## config.mk

```make
export PLATFORM = sky130hd
export DESIGN_NAME = debug_uart_tx_flat
export DESIGN_NICKNAME = d
export VERILOG_FILES = /design/src/rtl/debug_uart_tx_if.sv /design/src/rtl/debug_uart_tx.sv /design/src/flat_wrapper.sv
export SDC_FILE = /design/constraint.sdc
export NUM_CORES = 1
export LEC_CHECK = 0
export CELL_PAD_IN_SITES_DETAIL_PLACEMENT = 1
export CELL_PAD_IN_SITES_GLOBAL_PLACEMENT = 1
export CORE_ASPECT_RATIO = 1.75
export CORE_MARGIN = 2
export CORE_UTILIZATION = 44
export CTS_CLUSTER_DIAMETER = 200
export DETAILED_ROUTE_END_ITERATION = 8
export GPL_TIMING_DRIVEN = 0
export PLACE_DENSITY = 0.81
export SETUP_SLACK_MARGIN = 0.15
export SLEW_MARGIN = 10
export SYNTH_ARGS = -nofsm -noshare
export SYNTH_HDL_FRONTEND = slang
export SYNTH_SLANG_ARGS = --single-unit
```

## constraint.sdc

```tcl
create_clock -name clk -period 5 [get_ports clk]
set_input_delay 1 -clock clk [delete_from_list [all_inputs] [get_ports clk]]
set_output_delay 1 -clock clk [all_outputs]
set_load 0.05 [all_outputs]
```

## src/rtl/debug_uart_tx_if.sv

```systemverilog
// Bundle between the CPU debug ports and the debug UART transmitter.
// master: drives start and the seven debug bytes; slave: drives tx, busy and frame_done.
interface debug_uart_tx_if;
  logic       start;
  logic [7:0] debug_port1;
  logic [7:0] debug_port2;
  logic [7:0] debug_port3;
  logic [7:0] debug_port4;
  logic [7:0] debug_port5;
  logic [7:0] debug_port6;
  logic [7:0] debug_port7;
  logic       tx;
  logic       busy;
  logic       frame_done;

  modport master (
    output start,
    output debug_port1, debug_port2, debug_port3,
    output debug_port4, debug_port5, debug_port6,
    output debug_port7,
    input  tx, busy, frame_done
  );

  modport slave (
    input  start,
    input  debug_port1, debug_port2, debug_port3,
    input  debug_port4, debug_port5, debug_port6,
    input  debug_port7,
    output tx, busy, frame_done
  );
endinterface

```

## src/rtl/debug_uart_tx.sv

```systemverilog
// Debug UART transmitter: snapshots seven debug bytes and sends an 8N1 frame
// (sync, port1..port7, xor checksum). Ports: clk, reset (sync, high), bus (slave).
module debug_uart_tx #(
  parameter int         CLKS_PER_BIT = 434,
  parameter logic [7:0] SYNC_BYTE    = 8'hA5
) (
  input  logic          clk,
  input  logic          reset,
  debug_uart_tx_if.slave bus
);

  localparam int CW = (CLKS_PER_BIT > 1) ? $clog2(CLKS_PER_BIT) : 1;
  localparam logic [CW-1:0] CNT_LAST = CW'(CLKS_PER_BIT - 1);

  typedef enum logic [1:0] {
    IDLE,
    START_BIT,
    DATA_BITS,
    STOP_BIT
  } state_t;

  state_t          state_q, state_d;
  logic [CW-1:0]   cnt_q, cnt_d;
  logic [2:0]      bit_q, bit_d;
  logic [3:0]      byte_q, byte_d;
  logic [6:0][7:0] snap_q, snap_d;
  logic [7:0]      chk_q, chk_d;
  logic            tx_q, tx_d;
  logic            busy_q, busy_d;
  logic            done_q, done_d;
  logic            last;
  logic [7:0]      cur_byte;

  assign last = (cnt_q == CNT_LAST);

  always_ff @(posedge clk) begin
    if (reset) begin
      state_q <= IDLE;
      cnt_q   <= '0;
      bit_q   <= '0;
      byte_q  <= '0;
      snap_q  <= '0;
      chk_q   <= '0;
      tx_q    <= 1'b1;
      busy_q  <= 1'b0;
      done_q  <= 1'b0;
    end else begin
      state_q <= state_d;
      cnt_q   <= cnt_d;
      bit_q   <= bit_d;
      byte_q  <= byte_d;
      snap_q  <= snap_d;
      chk_q   <= chk_d;
      tx_q    <= tx_d;
      busy_q  <= busy_d;
      done_q  <= done_d;
    end
  end

  always_comb begin
    state_d = state_q;
    cnt_d   = cnt_q;
    bit_d   = bit_q;
    byte_d  = byte_q;
    snap_d  = snap_q;
    chk_d   = chk_q;
    busy_d  = busy_q;
    done_d  = 1'b0;
    unique case (state_q)
      IDLE: begin
        if (bus.start) begin
          snap_d = {bus.debug_port7, bus.debug_port6,
                    bus.debug_port5, bus.debug_port4,
                    bus.debug_port3, bus.debug_port2,
                    bus.debug_port1};
          chk_d  = bus.debug_port1 ^ bus.debug_port2 ^
                   bus.debug_port3 ^ bus.debug_port4 ^
                   bus.debug_port5 ^ bus.debug_port6 ^
                   bus.debug_port7;
          cnt_d   = '0;
          bit_d   = '0;
          byte_d  = '0;
          busy_d  = 1'b1;
          state_d = START_BIT;
        end
      end
      START_BIT: begin
        if (last) begin
          cnt_d   = '0;
          bit_d   = '0;
          state_d = DATA_BITS;
        end else begin
          cnt_d = cnt_q + CW'(1);
        end
      end
      DATA_BITS: begin
        if (last) begin
          cnt_d = '0;
          if (bit_q == 3'd7) begin
            state_d = STOP_BIT;
          end else begin
            bit_d = bit_q + 3'd1;
          end
        end else begin
          cnt_d = cnt_q + CW'(1);
        end
      end
      STOP_BIT: begin
        if (last) begin
          cnt_d = '0;
          if (byte_q == 4'd8) begin
            busy_d  = 1'b0;
            done_d  = 1'b1;
            state_d = IDLE;
          end else begin
            byte_d  = byte_q + 4'd1;
            state_d = START_BIT;
          end
        end else begin
          cnt_d = cnt_q + CW'(1);
        end
      end
      default: state_d = IDLE;
    endcase
  end

  // Byte selected by the next byte index so tx can be registered
  // one cycle ahead of the bit it represents.
  always_comb begin
    cur_byte = SYNC_BYTE;
    case (byte_d)
      4'd1:    cur_byte = snap_q[0];
      4'd2:    cur_byte = snap_q[1];
      4'd3:    cur_byte = snap_q[2];
      4'd4:    cur_byte = snap_q[3];
      4'd5:    cur_byte = snap_q[4];
      4'd6:    cur_byte = snap_q[5];
      4'd7:    cur_byte = snap_q[6];
      4'd8:    cur_byte = chk_q;
      default: cur_byte = SYNC_BYTE;
    endcase
  end

  always_comb begin
    tx_d = 1'b1;
    unique case (state_d)
      START_BIT: tx_d = 1'b0;
      DATA_BITS: tx_d = cur_byte[bit_d];
      default:   tx_d = 1'b1;
    endcase
  end

  assign bus.tx         = tx_q;
  assign bus.busy       = busy_q;
  assign bus.frame_done = done_q;

endmodule

```

## src/flat_wrapper.sv

```systemverilog
// flat-port wrapper written by rule: the top's interface ports become plain ports
module debug_uart_tx_flat 
#(
  parameter int         CLKS_PER_BIT = 434,
  parameter logic [7:0] SYNC_BYTE    = 8'hA5
)
  (clk, reset, bus_start, bus_debug_port1, bus_debug_port2, bus_debug_port3, bus_debug_port4, bus_debug_port5, bus_debug_port6, bus_debug_port7, bus_tx, bus_busy, bus_frame_done);
  debug_uart_tx_if bus_i ();
  input  logic clk;
  input  logic reset;
  input wire logic [$bits(bus_i.start)-1:0] bus_start;
  input wire logic [$bits(bus_i.debug_port1)-1:0] bus_debug_port1;
  input wire logic [$bits(bus_i.debug_port2)-1:0] bus_debug_port2;
  input wire logic [$bits(bus_i.debug_port3)-1:0] bus_debug_port3;
  input wire logic [$bits(bus_i.debug_port4)-1:0] bus_debug_port4;
  input wire logic [$bits(bus_i.debug_port5)-1:0] bus_debug_port5;
  input wire logic [$bits(bus_i.debug_port6)-1:0] bus_debug_port6;
  input wire logic [$bits(bus_i.debug_port7)-1:0] bus_debug_port7;
  output wire logic [$bits(bus_i.tx)-1:0] bus_tx;
  output wire logic [$bits(bus_i.busy)-1:0] bus_busy;
  output wire logic [$bits(bus_i.frame_done)-1:0] bus_frame_done;
  assign bus_i.start = bus_start;
  assign bus_i.debug_port1 = bus_debug_port1;
  assign bus_i.debug_port2 = bus_debug_port2;
  assign bus_i.debug_port3 = bus_debug_port3;
  assign bus_i.debug_port4 = bus_debug_port4;
  assign bus_i.debug_port5 = bus_debug_port5;
  assign bus_i.debug_port6 = bus_debug_port6;
  assign bus_i.debug_port7 = bus_debug_port7;
  assign bus_tx = bus_i.tx;
  assign bus_busy = bus_i.busy;
  assign bus_frame_done = bus_i.frame_done;
  debug_uart_tx #(.CLKS_PER_BIT(CLKS_PER_BIT), .SYNC_BYTE(SYNC_BYTE)) u_core (.clk(clk), .reset(reset), .bus(bus_i));
endmodule
```

==> reports/results.ini, run 1 <==
[synthesis]
ys_seq_area_frac = 0.355
syn_area_sq_um = 4790
synth.distinct_cells = 64
synthArstFlopShare = 0
yosysWarnings = 0
synth_flop_cell = dfxtp_1
synth-edff-count = 0
synth-seq-cells = 85
syn-num-nets = 693
synthCells = 623
synth_area_per_cell_sq_um = 7.69

[routing]
drt-wirelength-per-cell_um = 20.6
wirelength_um = 17000
drt_iter0_drc = 286
via_per_inst = 5.82
ant_nets = 0
via_count = 4811
drc = 0
first_pass_iters = 4

[finish]
nNetsFinal = 763
finish.utilization = 0.545
drive_gt1_frac = 0.0647
fillers = 1357
layout_common_cells = 159 x nand2_1, 85 x dfxtp_1, 78 x a21oi_1
final_common_cell = nand2_1
regArea_sq_um = 1700
synthToLayoutAreaGrowth_pct = 21.1
insertedDiodeCount = 0
multi_input_area_sq_um = 2880

[sta]
relSlewSlack = 0.496
skew_ns = 0.00680
slew_violations = 0
period_share = 0.808
min_period_ns = 4.04
fmax_mhz = 248
setup_viol = 0
worst_pin_slew_ns = 0.735
hold_viol = 0
rsz0062_at_grt = false
setup-tns-final_ns = 0
whs_ns = 0.458

[hold_path]
min_path_type = register to register

[floorplan]
core-area_sq_um = 10600
fp.dieArea_sq_um = 11800
start_util = 0.450
io-pin-count = 62
die_h_um = 142
rows = 50
die_w_um = 82.9

[clock_network]
clockBufferDepth = 2
cts.sinks = 85
cts_buffers = 9
htree_levels = 3
cts_setup_buffers = 0
cts_hold_buf = 0
cts-resized-gates = 0
cts_root_buf = clkbuf_16
clk_pin_slew_ns = 0.06
insertion_delay_ns = 0.34
cts_tree = built

[global_route]
grt_pass1_vias = 5165
grt_overflow = 0
grt_pass1_wl_um = 26600
grt_use_total = 0.290
grt_antenna_before_repair = 0
grt_max_degree = 14

[setup_path]
r2r_start = u_core.state_q[0]$_SDFF_PP0_
ff2ff_setup_slack_ns = 0.96
start_kind = register
startpoint = u_core.state_q[0]$_SDFF_PP0_
end_kind = register
crit_path_end = u_core.bus.tx$_SDFF_PP1_
worstPathMaxFanout = 10
r2r_cells = 13
critPathRequiredTime_ns = 5.28
r2r-end = u_core.bus.tx$_SDFF_PP1_
critical_path_class = register to register
arrival_ns = 4.32

[pwr]
power_density_nw_per_um2 = 284
p_leak_nw = 2.12
finalPower_mw = 1.64
irDropWorstVdd_mv = 0.196

[status]
status = finished clean

[place]
port_buffers = 59
gp_congestion = 0.959
hpwlAfterDp_um = 13700

[run]
maxCapViolCount = 0

[worst max-delay path, cell delays in order, from the launching register on]
cell and delay, ns:
dfxtp_1 0.36, inv_1 0.16, ha_1 0.30, nor2b_2 0.20, buf_4 0.19, nor3_1 0.08
a311oi_1 0.45, nor2_1 0.26, nor2_1 0.54, a22oi_1 0.14, o21ai_0 0.24, o22ai_1 0.14
a2111oi_0 0.69, o32a_1 0.25
[cells by family (layout without fill, tap and decap cells)]
family          after synthesis  in the layout  synth area share
mux                           7              7            0.0146
simple gates                266            266             0.253
fa+ha+maj                    11             11            0.0287
compound gates              152            152             0.204
flops                        85             85             0.355
xor+xnor                     55             55             0.101
buf+inv                      47            120            0.0442
[state kept, by name, indices dropped and copies added, names as in the netlist]
signal                 count
u_core.bus.tx              1
u_core.bus.frame_done      1
u_core.chk_q               8
u_core.bus.busy            1
u_core.byte_q              4
u_core.cnt_q               9
u_core.snap_q             56
u_core.bit_q               3
u_core.state_q             2
[where the power goes]
| group | switching (mW) | total, mW | internal [mW] |
|---|---|---|---|
| combinational | 0.166 | 0.294 | 0.128 |
| sequential | 0.0284 | 0.748 | 0.720 |
| clock | 0.274 | 0.603 | 0.328 |
[cell usage after synthesis (all sizes together) (3+ instances only)]
cell | n | share of area
xnor2 | 34 | 0.062
buf | 18 | 0.021
a31oi | 6 | 0.011
o21ai | 19 | 0.020
nor2 | 41 | 0.034
a2111oi | 3 | 0.0055
o221ai | 4 | 0.0086
and2 | 4 | 0.0052
a21oi | 80 | 0.085
mux2i | 7 | 0.015
a22oi | 5 | 0.0078
and3 | 10 | 0.013
a311oi | 4 | 0.0073
o21a | 3 | 0.0047
nor3 | 13 | 0.015
nand3 | 14 | 0.015
clkbuf | 18 | 0.014
inv | 11 | 0.0086
a211oi | 4 | 0.0063
nand4 | 3 | 0.0039
o21bai | 3 | 0.0047
xor2 | 21 | 0.038
ha | 11 | 0.029
nand2b | 6 | 0.0078
nand2 | 161 | 0.13
dfxtp | 85 | 0.36
o31ai | 3 | 0.0057
nor4 | 5 | 0.0078
[routing by layer]
| metal | part of all wire | GRT usage |
|---|---|---|
| met1 | 0.35 | 0.282 |
| met2 | 0.56 | 0.569 |
| met3 | 0.034 | 0.0429 |
| met4 | 0.055 | 0.167 |
| met5 | 0 | 0 |
[final cells by class]
type                            count  share of cell area
Clock inverter                      5             0.00518
Buffer                             36              0.0294
Inverter                           11             0.00712
Clock buffer                        9              0.0389
Timing Repair Buffer               59               0.102
Sequential cell                    85               0.294
Multi-Input combinational cell    491               0.496
Tap cell                          130              0.0281
[worst min path at each step]
stage / from / endpoint / slack, ns / depth (start not counted)
after floorplan: u_core.chk_q[4]$_SDFFE_PP0P_ / u_core.chk_q[4]$_SDFFE_PP0P_ / 0.43 / 2
after global placement: u_core.chk_q[4]$_SDFFE_PP0P_ / u_core.chk_q[4]$_SDFFE_PP0P_ / 0.43 / 2
after detailed placement: u_core.snap_q[0]$_SDFFE_PP0P_ / u_core.snap_q[0]$_SDFFE_PP0P_ / 0.45 / 2
after CTS: u_core.snap_q[0]$_SDFFE_PP0P_ / u_core.snap_q[0]$_SDFFE_PP0P_ / 0.46 / 2
after global routing: u_core.snap_q[1]$_SDFFE_PP0P_ / u_core.snap_q[1]$_SDFFE_PP0P_ / 0.48 / 2
final: u_core.snap_q[0]$_SDFFE_PP0P_ / u_core.snap_q[0]$_SDFFE_PP0P_ / 0.46 / 2
[per-stage QoR]
stage	instance area, sq um	setup slack, ns	cells
after floorplan	4790	1.62	623
after global placement	5540	0.734	812
after detailed placement	5540	0.765	812
after CTS	5800	1.05	826
after global routing	5800	0.716	826
final	5800	0.962	826
(Power assumes the default switching activity.)
==> inputs of run 2 (changes only) <==
- CORE_UTILIZATION: 44 -> 37
- PLACE_DENSITY: 0.81 -> 0.73
- clock period: 5 -> 3.5 ns (I/O delays scaled with it)
==> run 2 against run 1 <==
  * Die area up 18%
  * Sequential share of layout area is 2.4 points lower
  * Hold slack lost 0.00056 ns
  * Sequential power up 43%
  * Count of clock-buffer cells in the layout up 5
  * First-iteration DRC count shrank 41%
  * Combinational power up 52%
  * Setup slack worse by 0.69 ns
  * Clock power increased by 58%
  * Design area rose by 9.5%
  * Critical path depth down 1
  * Routed wire length grew 7.6%
  * Critical path type unchanged
  * Largest cell class unchanged
  * Largest power group unchanged
==> reports/results.ini, run 2 (synthesis results as in run 1) <==
[sta]
hold_viol = 0  ; unchanged
relSlewSlack = 0.541  ; +0.0454
rsz0062_at_grt = false
min_period_ns = 3.23  ; -0.805 ns
setup_viol = 0  ; unchanged
period_share = 0.924  ; +0.116
fmax_mhz = 309  ; +25%
worst_pin_slew_ns = 0.688  ; -0.0471 ns
slew_violations = 0  ; unchanged
whs_ns = 0.457  ; -0.000565 ns
skew_ns = 0.0129  ; +0.00606 ns

[finish]
largestRegisters = u_core.snap_q (56), u_core.cnt_q (9), u_core.chk_q (8)
finalInstanceArea_sq_um = 6340  ; +9.5%
drive_gt1_frac = 0.149  ; +0.0842
largest_reg_flops = 56  ; unchanged
insertedDiodeCount = 0  ; unchanged
nNetsFinal = 784  ; +2.8%
largest-register = u_core.snap_q
final_common_cell = nand2_1
layout_common_cells = 158 x nand2_1, 82 x dfxtp_1, 78 x a21oi_1
synthToLayoutAreaGrowth_pct = 32.5

[run]
maxCapViolCount = 0  ; unchanged

[floorplan]
rows = 55  ; +10%
start_util = 0.374  ; -0.0761
die_w_um = 90.0  ; +8.6%
core-area_sq_um = 12800  ; +20%
io-pin-count = 62  ; unchanged
fp.dieArea_sq_um = 13900  ; +18%
die_h_um = 154  ; +8.8%

[setup_path]
start_kind = register
end_kind = register
r2r_cells = 12  ; -1
r2r-end = u_core.bus.tx$_SDFF_PP1_
critPathRequiredTime_ns = 3.74  ; -1.54 ns
r2r_start = u_core.state_q[1]$_SDFF_PP0_
critical_path_class = register to register
arrival_ns = 3.47  ; -0.85 ns
startpoint = u_core.state_q[1]$_SDFF_PP0_
ff2ff_setup_slack_ns = 0.27  ; -0.69 ns
worstPathMaxFanout = 8  ; -2

[clock_network]
cts_buffers = 9  ; unchanged
insertion_delay_ns = 0.35  ; about the same
cts.sinks = 85  ; unchanged
clk_pin_slew_ns = 0.06  ; about the same
htree_levels = 3  ; unchanged
cts_tree = built
clockBufferDepth = 2  ; unchanged
cts_root_buf = clkbuf_16

[global_route]
grt_use_total = 0.257  ; -0.0326
grt_max_degree = 14  ; unchanged
grt_pass1_wl_um = 27600  ; +3.9%
grt_antenna_before_repair = 0  ; unchanged
grt_pass1_vias = 5149  ; -0.31%
grt_overflow = 0  ; unchanged

[routing]
drt-wirelength-per-cell_um = 20.5  ; -0.14%
maxUsedRoutingLayer = met4
met2WireLength_um = 10500  ; +9.9%
met3_length_um = 466  ; -19%
first_pass_iters = 4  ; unchanged
m1WireLength_um = 6600  ; +10%
ant_nets = 0  ; unchanged
drt_iter0_drc = 168  ; -41%
wirelength_um = 18300  ; +7.6%
via_per_inst = 5.46  ; -6.3%
via_count = 4859  ; +1.0%
drc = 0  ; unchanged

[place]
port_buffers = 59  ; unchanged
gp_congestion = 0.956  ; -0.23%
hpwlAfterDp_um = 14200  ; +3.7%
placed_area_sq_um = 5590  ; +0.93%

[hold_path]
holdPathStages = 2  ; unchanged
hold-path-endpoint = u_core.chk_q[4]$_SDFFE_PP0P_
worstHoldStart = u_core.chk_q[4]$_SDFFE_PP0P_
min_path_type = register to register

[pwr]
p_leak_nw = 2.34  ; +10%
power_density_nw_per_um2 = 389  ; +37%
irDropWorstVdd_mv = 0.244  ; +24%

[status]
status = finished clean

run 2: cell type report:
class | instances | area (sq um)
tap | 171 | 214
multi-input combinational | 491 | 3140
fill | 1593 | 6450
buffer | 36 | 203
sequential | 85 | 1710
clock inverter | 2 | 16.3
clock buffer | 14 | 274
inverter | 11 | 41.3
timing repair buffer | 80 | 748
run 2: timing repair:
| action | 4_1_cts | 5_1_grt |
|---|---|---|
| setup endpoints to repair | 1 | 1 |
| pin swaps | 4 | 15 |
| resized for setup | 33 | 45 |
| buffers inserted | 4 | 17 |
| hold buffers | 0 | 0 |
run 2: per-stage QoR:
stage,setup slack [ns],power (mW),setup TNS (ns),util,instances
5_1_grt,0.0952,2.57,0,0.496,890
4_1_cts,0.155,2.45,0,0.472,873
2_1_floorplan,0.417,1.33,0,-,623
3_3_place_gp,-0.392,1.50,-0.392,0.437,853
3_5_place_dp,-0.440,1.52,-0.440,0.437,853
6_report,0.267,2.47,0,0.496,890
run 2: how the worst max path moves through the flow:
stage / end / slack (ns) / depth (start not counted)
detailed placement: u_core.bus.tx$_SDFF_PP1_ / -0.44 / 14
global placement: u_core.bus.tx$_SDFF_PP1_ / -0.39 / 13
CTS: u_core.bus.tx$_SDFF_PP1_ / 0.15 / 13
floorplan: u_core.bus.tx$_SDFF_PP1_ / 0.42 / 13
global route: u_core.bus.tx$_SDFF_PP1_ / 0.1 / 13
finish: u_core.bus.tx$_SDFF_PP1_ / 0.27 / 12
run 2: routing by layer:
metal	vias up	GRT usage
li1	2323	-
met1	2409	0.261
met4	0	0.114
met3	44	0.0312
met2	83	0.517
met5	-	0
run 2: worst max-delay path, cell delays in order, from the launching register on:
cell and delay (ns):
dfxtp_4 0.35, inv_2 0.06, ha_2 0.46, nor2_2 0.08, a311o_1 0.39, and2_1 0.19
clkbuf_4 0.23, a31oi_2 0.21, o221ai_2 0.13, or3_1 0.33, o31ai_2 0.27, nor3_2 0.08
o32a_1 0.34
run 2: power by group:
| part | switching (mW) | internal, mW | total (mW) |
|---|---|---|---|
| logic | 0.252 | 0.196 | 0.448 |
| clock network | 0.410 | 0.542 | 0.952 |
| registers | 0.0427 | 1.03 | 1.07 |
